<file path="src/rtl/ft_245_tx_arbiter_pkg.sv">
// Shared constants for the FT245 transmit arbiter: state encoding, default
// sizing and the wrap-around index helper used by the round-robin selector.
package ft_245_tx_arbiter_pkg;

  localparam int FT_NUM_REQ_DEFAULT   = 4;
  localparam int FT_MAX_BURST_DEFAULT = 16;
  localparam int FT_BURST_CNT_W       = 8;
  localparam int FT_BYTE_CNT_W        = 16;

  typedef enum logic [1:0] {
    ST_IDLE    = 2'd0,
    ST_ISSUE   = 2'd1,
    ST_RELEASE = 2'd2
  } arb_state_t;

  function automatic int unsigned wrap_add(input int unsigned base,
                                           input int unsigned step,
                                           input int unsigned modulus);
    return (base + step) % modulus;
  endfunction

endpackage

</file>
<file path="src/rtl/ft_245_tx_arbiter_if.sv">
// Requester and FT245 write-path signals of the transmit arbiter.
// master is the arbiter side; slave is the requesters plus FT245 machine.
interface ft_245_tx_arbiter_if
  import ft_245_tx_arbiter_pkg::*;
#(
  parameter int NUM_REQ = FT_NUM_REQ_DEFAULT
);

  logic [NUM_REQ-1:0]       REQ_VALID;
  logic [8*NUM_REQ-1:0]     REQ_BYTE;
  logic [NUM_REQ-1:0]       REQ_LAST;
  logic [NUM_REQ-1:0]       REQ_ACK;
  logic [NUM_REQ-1:0]       GRANT;
  logic                     WRITE_EN;
  logic [7:0]               WRITE_BYTE;
  logic                     WRITE_COMPLETE;
  logic                     FT_245_SM_BUSY;
  logic                     ENDPOINT_BUSY;
  logic [FT_BYTE_CNT_W-1:0] BYTE_COUNT;

  modport master (
    input  REQ_VALID, REQ_BYTE, REQ_LAST, WRITE_COMPLETE, FT_245_SM_BUSY,
    output REQ_ACK, GRANT, WRITE_EN, WRITE_BYTE, ENDPOINT_BUSY, BYTE_COUNT
  );

  modport slave (
    output REQ_VALID, REQ_BYTE, REQ_LAST, WRITE_COMPLETE, FT_245_SM_BUSY,
    input  REQ_ACK, GRANT, WRITE_EN, WRITE_BYTE, ENDPOINT_BUSY, BYTE_COUNT
  );

endinterface

</file>
<file path="src/rtl/rr_priority_select.sv">
// Combinational round-robin pick: first valid requester strictly after
// last_owner, scanning upwards and wrapping.
module rr_priority_select
  import ft_245_tx_arbiter_pkg::*;
#(
  parameter int NUM_REQ = FT_NUM_REQ_DEFAULT,
  parameter int IDX_W   = $clog2(NUM_REQ)
)(
  input  logic [NUM_REQ-1:0] valid,
  input  logic [IDX_W-1:0]   last_owner,
  output logic [NUM_REQ-1:0] winner_onehot,
  output logic [IDX_W-1:0]   winner_idx,
  output logic               winner_found
);

  logic [IDX_W-1:0] cand_idx;

  // Offset k=NUM_REQ lands back on last_owner, so it wins only when alone.
  always_comb begin
    winner_onehot = '0;
    winner_idx    = '0;
    winner_found  = 1'b0;
    cand_idx      = '0;
    for (int k = 1; k <= NUM_REQ; k++) begin
      cand_idx = IDX_W'(wrap_add(32'(last_owner), k, NUM_REQ));
      if (!winner_found && valid[cand_idx]) begin
        winner_found            = 1'b1;
        winner_idx              = cand_idx;
        winner_onehot[cand_idx] = 1'b1;
      end
    end
  end

endmodule

</file>
<file path="src/rtl/ft_245_tx_arbiter.sv">
// Round-robin arbiter sharing the FT245 write path between NUM_REQ byte
// producers, with per-grant bursts capped at MAX_BURST bytes.
module ft_245_tx_arbiter
  import ft_245_tx_arbiter_pkg::*;
#(
  parameter int NUM_REQ   = FT_NUM_REQ_DEFAULT,
  parameter int MAX_BURST = FT_MAX_BURST_DEFAULT
)(
  input  logic                CLK,
  input  logic                RST_N,
  ft_245_tx_arbiter_if.master bus
);

  localparam int IDX_W = $clog2(NUM_REQ);
  localparam logic [IDX_W-1:0]          LAST_OWNER_RST = IDX_W'(NUM_REQ - 1);
  localparam logic [FT_BURST_CNT_W-1:0] BURST_LIMIT    = FT_BURST_CNT_W'(MAX_BURST);

  arb_state_t               state_q, state_d;
  logic [NUM_REQ-1:0]       grant_q, grant_d;
  logic [NUM_REQ-1:0]       ack_q, ack_d;
  logic [NUM_REQ-1:0]       last_flag_q, last_flag_d;
  logic [IDX_W-1:0]         owner_q, owner_d;
  logic [IDX_W-1:0]         last_owner_q, last_owner_d;
  logic                     write_en_q, write_en_d;
  logic [7:0]               write_byte_q, write_byte_d;
  logic                     busy_q, busy_d;
  logic [FT_BYTE_CNT_W-1:0] byte_count_q, byte_count_d;
  logic [FT_BURST_CNT_W-1:0] burst_q, burst_d;

  logic [NUM_REQ-1:0] sel_onehot;
  logic [IDX_W-1:0]   sel_idx;
  logic               sel_found;
  logic [7:0]         winner_byte;
  logic [7:0]         owner_byte;

  rr_priority_select #(
    .NUM_REQ (NUM_REQ),
    .IDX_W   (IDX_W)
  ) u_select (
    .valid         (bus.REQ_VALID),
    .last_owner    (last_owner_q),
    .winner_onehot (sel_onehot),
    .winner_idx    (sel_idx),
    .winner_found  (sel_found)
  );

  always_comb begin
    winner_byte = '0;
    owner_byte  = '0;
    for (int i = 0; i < NUM_REQ; i++) begin
      if (sel_idx == IDX_W'(i)) winner_byte = bus.REQ_BYTE[8*i +: 8];
      if (owner_q == IDX_W'(i)) owner_byte  = bus.REQ_BYTE[8*i +: 8];
    end
  end

  // REQ_VALID is only looked at in IDLE and RELEASE, so a byte already
  // presented to the FT245 machine can never be pulled back.
  always_comb begin
    state_d      = state_q;
    grant_d      = grant_q;
    ack_d        = '0;
    last_flag_d  = last_flag_q;
    owner_d      = owner_q;
    last_owner_d = last_owner_q;
    write_en_d   = write_en_q;
    write_byte_d = write_byte_q;
    busy_d       = busy_q;
    byte_count_d = byte_count_q;
    burst_d      = burst_q;

    unique case (state_q)
      ST_IDLE: begin
        busy_d = 1'b0;
        if (sel_found && !bus.FT_245_SM_BUSY) begin
          grant_d      = sel_onehot;
          owner_d      = sel_idx;
          write_byte_d = winner_byte;
          write_en_d   = 1'b1;
          busy_d       = 1'b1;
          burst_d      = '0;
          state_d      = ST_ISSUE;
        end
      end

      ST_ISSUE: begin
        if (bus.WRITE_COMPLETE) begin
          write_en_d           = 1'b0;
          ack_d[owner_q]       = 1'b1;
          last_flag_d[owner_q] = bus.REQ_LAST[owner_q];
          byte_count_d         = byte_count_q + 1'b1;
          burst_d              = burst_q + 1'b1;
          state_d              = ST_RELEASE;
        end
      end

      // Waiting for WRITE_COMPLETE to drop keeps the FT245 machine from
      // seeing a fresh WRITE_EN before it has returned to its own idle.
      ST_RELEASE: begin
        if (!bus.WRITE_COMPLETE) begin
          if (bus.REQ_VALID[owner_q] && !last_flag_q[owner_q] &&
              (burst_q < BURST_LIMIT)) begin
            write_byte_d = owner_byte;
            write_en_d   = 1'b1;
            state_d      = ST_ISSUE;
          end else begin
            last_owner_d = owner_q;
            grant_d      = '0;
            busy_d       = 1'b0;
            state_d      = ST_IDLE;
          end
        end
      end

      default: state_d = ST_IDLE;
    endcase
  end

  always_ff @(posedge CLK or negedge RST_N) begin
    if (!RST_N) begin
      state_q      <= ST_IDLE;
      grant_q      <= '0;
      ack_q        <= '0;
      last_flag_q  <= '0;
      owner_q      <= '0;
      last_owner_q <= LAST_OWNER_RST;
      write_en_q   <= 1'b0;
      write_byte_q <= '0;
      busy_q       <= 1'b0;
      byte_count_q <= '0;
      burst_q      <= '0;
    end else begin
      state_q      <= state_d;
      grant_q      <= grant_d;
      ack_q        <= ack_d;
      last_flag_q  <= last_flag_d;
      owner_q      <= owner_d;
      last_owner_q <= last_owner_d;
      write_en_q   <= write_en_d;
      write_byte_q <= write_byte_d;
      busy_q       <= busy_d;
      byte_count_q <= byte_count_d;
      burst_q      <= burst_d;
    end
  end

  assign bus.REQ_ACK       = ack_q;
  assign bus.GRANT         = grant_q;
  assign bus.WRITE_EN      = write_en_q;
  assign bus.WRITE_BYTE    = write_byte_q;
  assign bus.ENDPOINT_BUSY = busy_q;
  assign bus.BYTE_COUNT    = byte_count_q;

endmodule

</file>
<file path="src/flat_wrapper.sv">
// flat-port wrapper written by rule: the top's interface ports become plain ports
module ft_245_tx_arbiter_flat import ft_245_tx_arbiter_pkg::*;
#(
  parameter int NUM_REQ   = FT_NUM_REQ_DEFAULT,
  parameter int MAX_BURST = FT_MAX_BURST_DEFAULT
)
  (CLK, RST_N, bus_REQ_VALID, bus_REQ_BYTE, bus_REQ_LAST, bus_WRITE_COMPLETE, bus_FT_245_SM_BUSY, bus_REQ_ACK, bus_GRANT, bus_WRITE_EN, bus_WRITE_BYTE, bus_ENDPOINT_BUSY, bus_BYTE_COUNT);
  ft_245_tx_arbiter_if #(.NUM_REQ(NUM_REQ)) bus_i ();
  input  logic CLK;
  input  logic RST_N;
  input wire logic [$bits(bus_i.REQ_VALID)-1:0] bus_REQ_VALID;
  input wire logic [$bits(bus_i.REQ_BYTE)-1:0] bus_REQ_BYTE;
  input wire logic [$bits(bus_i.REQ_LAST)-1:0] bus_REQ_LAST;
  input wire logic [$bits(bus_i.WRITE_COMPLETE)-1:0] bus_WRITE_COMPLETE;
  input wire logic [$bits(bus_i.FT_245_SM_BUSY)-1:0] bus_FT_245_SM_BUSY;
  output wire logic [$bits(bus_i.REQ_ACK)-1:0] bus_REQ_ACK;
  output wire logic [$bits(bus_i.GRANT)-1:0] bus_GRANT;
  output wire logic [$bits(bus_i.WRITE_EN)-1:0] bus_WRITE_EN;
  output wire logic [$bits(bus_i.WRITE_BYTE)-1:0] bus_WRITE_BYTE;
  output wire logic [$bits(bus_i.ENDPOINT_BUSY)-1:0] bus_ENDPOINT_BUSY;
  output wire logic [$bits(bus_i.BYTE_COUNT)-1:0] bus_BYTE_COUNT;
  assign bus_i.REQ_VALID = bus_REQ_VALID;
  assign bus_i.REQ_BYTE = bus_REQ_BYTE;
  assign bus_i.REQ_LAST = bus_REQ_LAST;
  assign bus_i.WRITE_COMPLETE = bus_WRITE_COMPLETE;
  assign bus_i.FT_245_SM_BUSY = bus_FT_245_SM_BUSY;
  assign bus_REQ_ACK = bus_i.REQ_ACK;
  assign bus_GRANT = bus_i.GRANT;
  assign bus_WRITE_EN = bus_i.WRITE_EN;
  assign bus_WRITE_BYTE = bus_i.WRITE_BYTE;
  assign bus_ENDPOINT_BUSY = bus_i.ENDPOINT_BUSY;
  assign bus_BYTE_COUNT = bus_i.BYTE_COUNT;
  ft_245_tx_arbiter #(.NUM_REQ(NUM_REQ), .MAX_BURST(MAX_BURST)) u_core (.CLK(CLK), .RST_N(RST_N), .bus(bus_i));
endmodule
</file>
<file path="config.mk">
export PLATFORM = sky130hd
export DESIGN_NAME = ft_245_tx_arbiter_flat
export DESIGN_NICKNAME = d
export VERILOG_FILES = /design/src/rtl/ft_245_tx_arbiter_pkg.sv /design/src/rtl/ft_245_tx_arbiter_if.sv /design/src/rtl/rr_priority_select.sv /design/src/rtl/ft_245_tx_arbiter.sv /design/src/flat_wrapper.sv
export SDC_FILE = /design/constraint.sdc
export NUM_CORES = 1
export LEC_CHECK = 0
export CORE_UTILIZATION = 54
export DETAILED_ROUTE_END_ITERATION = 10
export PLACE_DENSITY = 0.84
export SYNTH_ARGS = -nofsm -noshare
export SYNTH_HDL_FRONTEND = slang
export SYNTH_SLANG_ARGS = --single-unit
</file>
<file path="constraint.sdc">
create_clock -name CLK -period 5.3 [get_ports CLK]
set_clock_uncertainty 0.1 [all_clocks]
set_input_delay 1.325 -clock CLK [delete_from_list [all_inputs] [get_ports CLK]]
set_output_delay 1.325 -clock CLK [all_outputs]
set_load 0.005 [all_outputs]
</file>
==> impl_results.md <==
- Final Net Count: 433
- Die Wd: 79.0 µm
- DRT Pass-1 Iters: 6
- Post-synth EDFFs: 0
- Post-DRT Antenna Nets: 0
- Max frequency: 253 MHz
- P&R area growth vs syn: 27.3%
- Starting Density: 57.1%
- CP max FO: 13
- Setup TNS Final: 0 ns
- Ys Warns: 0
- GR Overflow Total: 0
- Fillers: 425
- Skew-Pair Late Insertion Delay: 0.31 ns
- WS Path Type: in -> reg
- Final Critical Period: 3.96 ns
- Main area contributors after synthesis: dfrtp_1 (39%), mux2i_1 (7.5%), mux4_2 (6.3%)
- Pwr per Cell Area: 450 nW/µm²
- GPL Wtd Cong: 0.854
- Number of global-route vias before repair: 2789
- Fraction of layout cells with a size suffix above 1: 7.63%
- Vias: 2771
- Rows: 27
- Die span in y: 79.0 µm
- Net switching power: 0.732 mW
- Maxcap violations: 0
- First-pass GRT wire length: 12700 µm
- Cell taking the most area after synthesis: dfrtp_1
- Post-synth top flop: dfrtp_1
- Avg Vias per Cell: 6.13
- Avg WL per Cell: 16.9 µm
- Worst path max stage delay: 0.72 ns
- Core ar.: 5610 µm²
- Diode count: 0
- Gr usage total: 26.1%
- Unrepaired setup endpoints after global routing: false
- H-tree levels: 2
- Fin. max-slew vios: 0
- Die Area: 6240 µm²
- Net count after synthesis: 366
- Multi-input gate area: 1810 µm²
- WL final: 7630 µm
- HPWL Detailed: 5530 µm
- Port Buffers: 77
- Root Driver: clkbuf_8
- Comb pwr share: 50.8%
- Clock sink count: 52
- Measured slew at the worst slew-check pin: 0.893 ns
- Distinct cell type count after synthesis: 52
- CP max-delay cell: clkdlybuf4s50_1
- Worst vdd ir: 287 µV
- Avg Inst Size Synth: 10.3 µm²
- Setup bufs post-CTS: 0
- Sequential-to-total area share from yosys stat: 40.7%
- Worst EP required: 5.36 ns
- Synth cell count leaders: dfrtp_1 (50), nand2_1 (32), mux2i_1 (24)
- FF+latch count, synth: 52
- CP endpoint kind: register
- Crit-path cells: clkdlybuf4s50_1, or3b_1, a2111o_1, nand3_1, nand2_1, mux2i_1, o221ai_1
- Switching Share: 39.9%
- Register area: 1300 µm²
- P_int: 1.10 mW
- Yosys top cell area share: 39.1%
- Hold Fails Final Rpt: 0
- Most common cell in the netlist: dfrtp_1
- Post-CTS Hold Buffers: 0
- Initial antenna violation count: 0
- I/O pin count: 78
- Place WS: 1.09 ns
- Status: finished clean
- Min-Delay Path Class: reg -> reg
- Synth Cell Area: 3200 µm²
- P_leak: 1.76 nW
- CP Launch Type: input port
- CTS Buf Count: 5
- Pin count of the biggest net entering global routing: 53
- Asr flop ratio synth: 100%
- Seq pwr share: 36.8%
- Slew headroom: 40.0%
- Period Utilization, post-route: 74.6%
- TritonCTS clock tree: done
- Synth Instances: 312
- CP arrival: 4.01 ns
- Final setup vio count: 0
- Clk slew on worst S/H paths: 0.10 ns
- Resize count post-CTS: 0
- DR iter-0 viols: 162
- Drt drc: 0
- Clock power share: 12.4%
- Worst setup margin: 1.34 ns
- Maximum clock path buffer count: 2
==> worst max-delay path: cells and delay by family <==
family          cells  cell delay, ns
compound gates      2            0.55
buf+inv             1            0.72
mux                 1            0.35
simple gates        3            1.06
==> through the flow <==
step | total power [mW] | hold slack [ns] | instance area [µm²] | util, % | cells
floorplan | 1.29 | 0.365 | 3200 | - | 312
global placement | 1.57 | 0.355 | 3990 | 71.1 | 444
detailed placement | 1.60 | 0.365 | 3990 | 71.1 | 444
CTS | 1.83 | 0.382 | 4080 | 72.7 | 452
global route | 1.96 | 0.395 | 4080 | 72.7 | 452
finish | 1.84 | 0.375 | 4080 | 72.7 | 452
==> kinds of logic (layout without fill, tap and decap cells) <==
| family | count (synthesis) | after routing | synth area share [%] |
|---|---|---|---|
| and+or+nand+nor | 117 | 117 | 19.3 |
| AOI/OAI and AO/OA | 53 | 53 | 12.3 |
| DFF | 52 | 52 | 40.7 |
| muxes | 37 | 37 | 15.2 |
| buffers and inverters | 22 | 90 | 2.89 |
| xor gates and xnor gates | 21 | 21 | 5.74 |
| adders and majority gates | 10 | 10 | 3.91 |
==> sequential cells by signal, summed over array words and instances (netlist names) <==
| name | count |
|---|---|
| u_core.bus.BYTE_COUNT | 16 |
| u_core.last_flag_q | 4 |
| u_core.state_q | 2 |
| u_core.burst_q | 8 |
| u_core.owner_q | 2 |
| u_core.bus.ENDPOINT_BUSY | 1 |
| u_core.bus.GRANT | 4 |
| u_core.bus.WRITE_BYTE | 8 |
| u_core.bus.REQ_ACK | 4 |
| u_core.bus.WRITE_EN | 1 |
| u_core.last_owner_q | 2 |
==> routing by layer <==
| layer | global-route usage, % | up-vias | wire length, µm | part of all wire (%) |
|---|---|---|---|---|
| met3 | 4.14 | 17 | 383 | 5.0 |
| met2 | 43.9 | 101 | 3900 | 51 |
| met5 | 0 | - | 0 | 0 |
| met1 | 33.6 | 1370 | 3180 | 42 |
| li1 | - | 1283 | - | - |
| met4 | 10.9 | 0 | 158 | 2.1 |
==> power by group through the flow <==
stage	Combinational, mW	Clock [mW]	Sequential [mW]
final	0.933	0.228	0.674
after CTS	0.928	0.230	0.674
after global placement	0.886	0	0.681
after global routing	1.02	0.243	0.697
after detailed placement	0.923	0	0.681
after floorplan	0.688	0	0.598
==> path summary, 6_finish.rpt <==
path	startpoint	endpoint	slack (ns)	depth (start not counted)
setup / recovery	bus_REQ_VALID[1]	u_core.bus.WRITE_BYTE[6]	1.34	7
hold / removal	u_core.bus.BYTE_COUNT[15]	u_core.bus.BYTE_COUNT[15]	0.37	1
setup reg to reg	u_core.last_owner_q[0]	u_core.bus.WRITE_BYTE[6]	1.73	8
hold reg to reg	u_core.bus.BYTE_COUNT[15]	u_core.bus.BYTE_COUNT[15]	0.37	1
max in group asynchronous	RST_N	u_core.bus.WRITE_BYTE[4]	3.62	2
min in group asynchronous	RST_N	u_core.bus.BYTE_COUNT[6]	1.00	2
==> placed cells by master, fill, tap and decap left out, types with 6 or more instances in the layout <==
cell type and n:
mux4_2 9, xnor2_1 11, nor2_1 16, o21ai_0 12, nand2_1 32, nand4_1 8, dfrtp_1 50, nand3_1 16
clkdlybuf4s50_1 76, o211ai_1 6, and2_1 6, and3_1 6, ha_1 10, xor2_1 10, mux2i_1 24, a21boi_0 6
==> area by class of cell <==
type | instances | area share (%)
Sequential cell | 52 | 32.0
Timing Repair Buffer | 78 | 19.0
Clock buffer | 5 | 1.69
Clock inverter | 3 | 0.521
Tap cell | 72 | 2.21
Inverter | 4 | 0.368
Multi-Input combinational cell | 238 | 44.3
(Power assumes the default switching activity.)
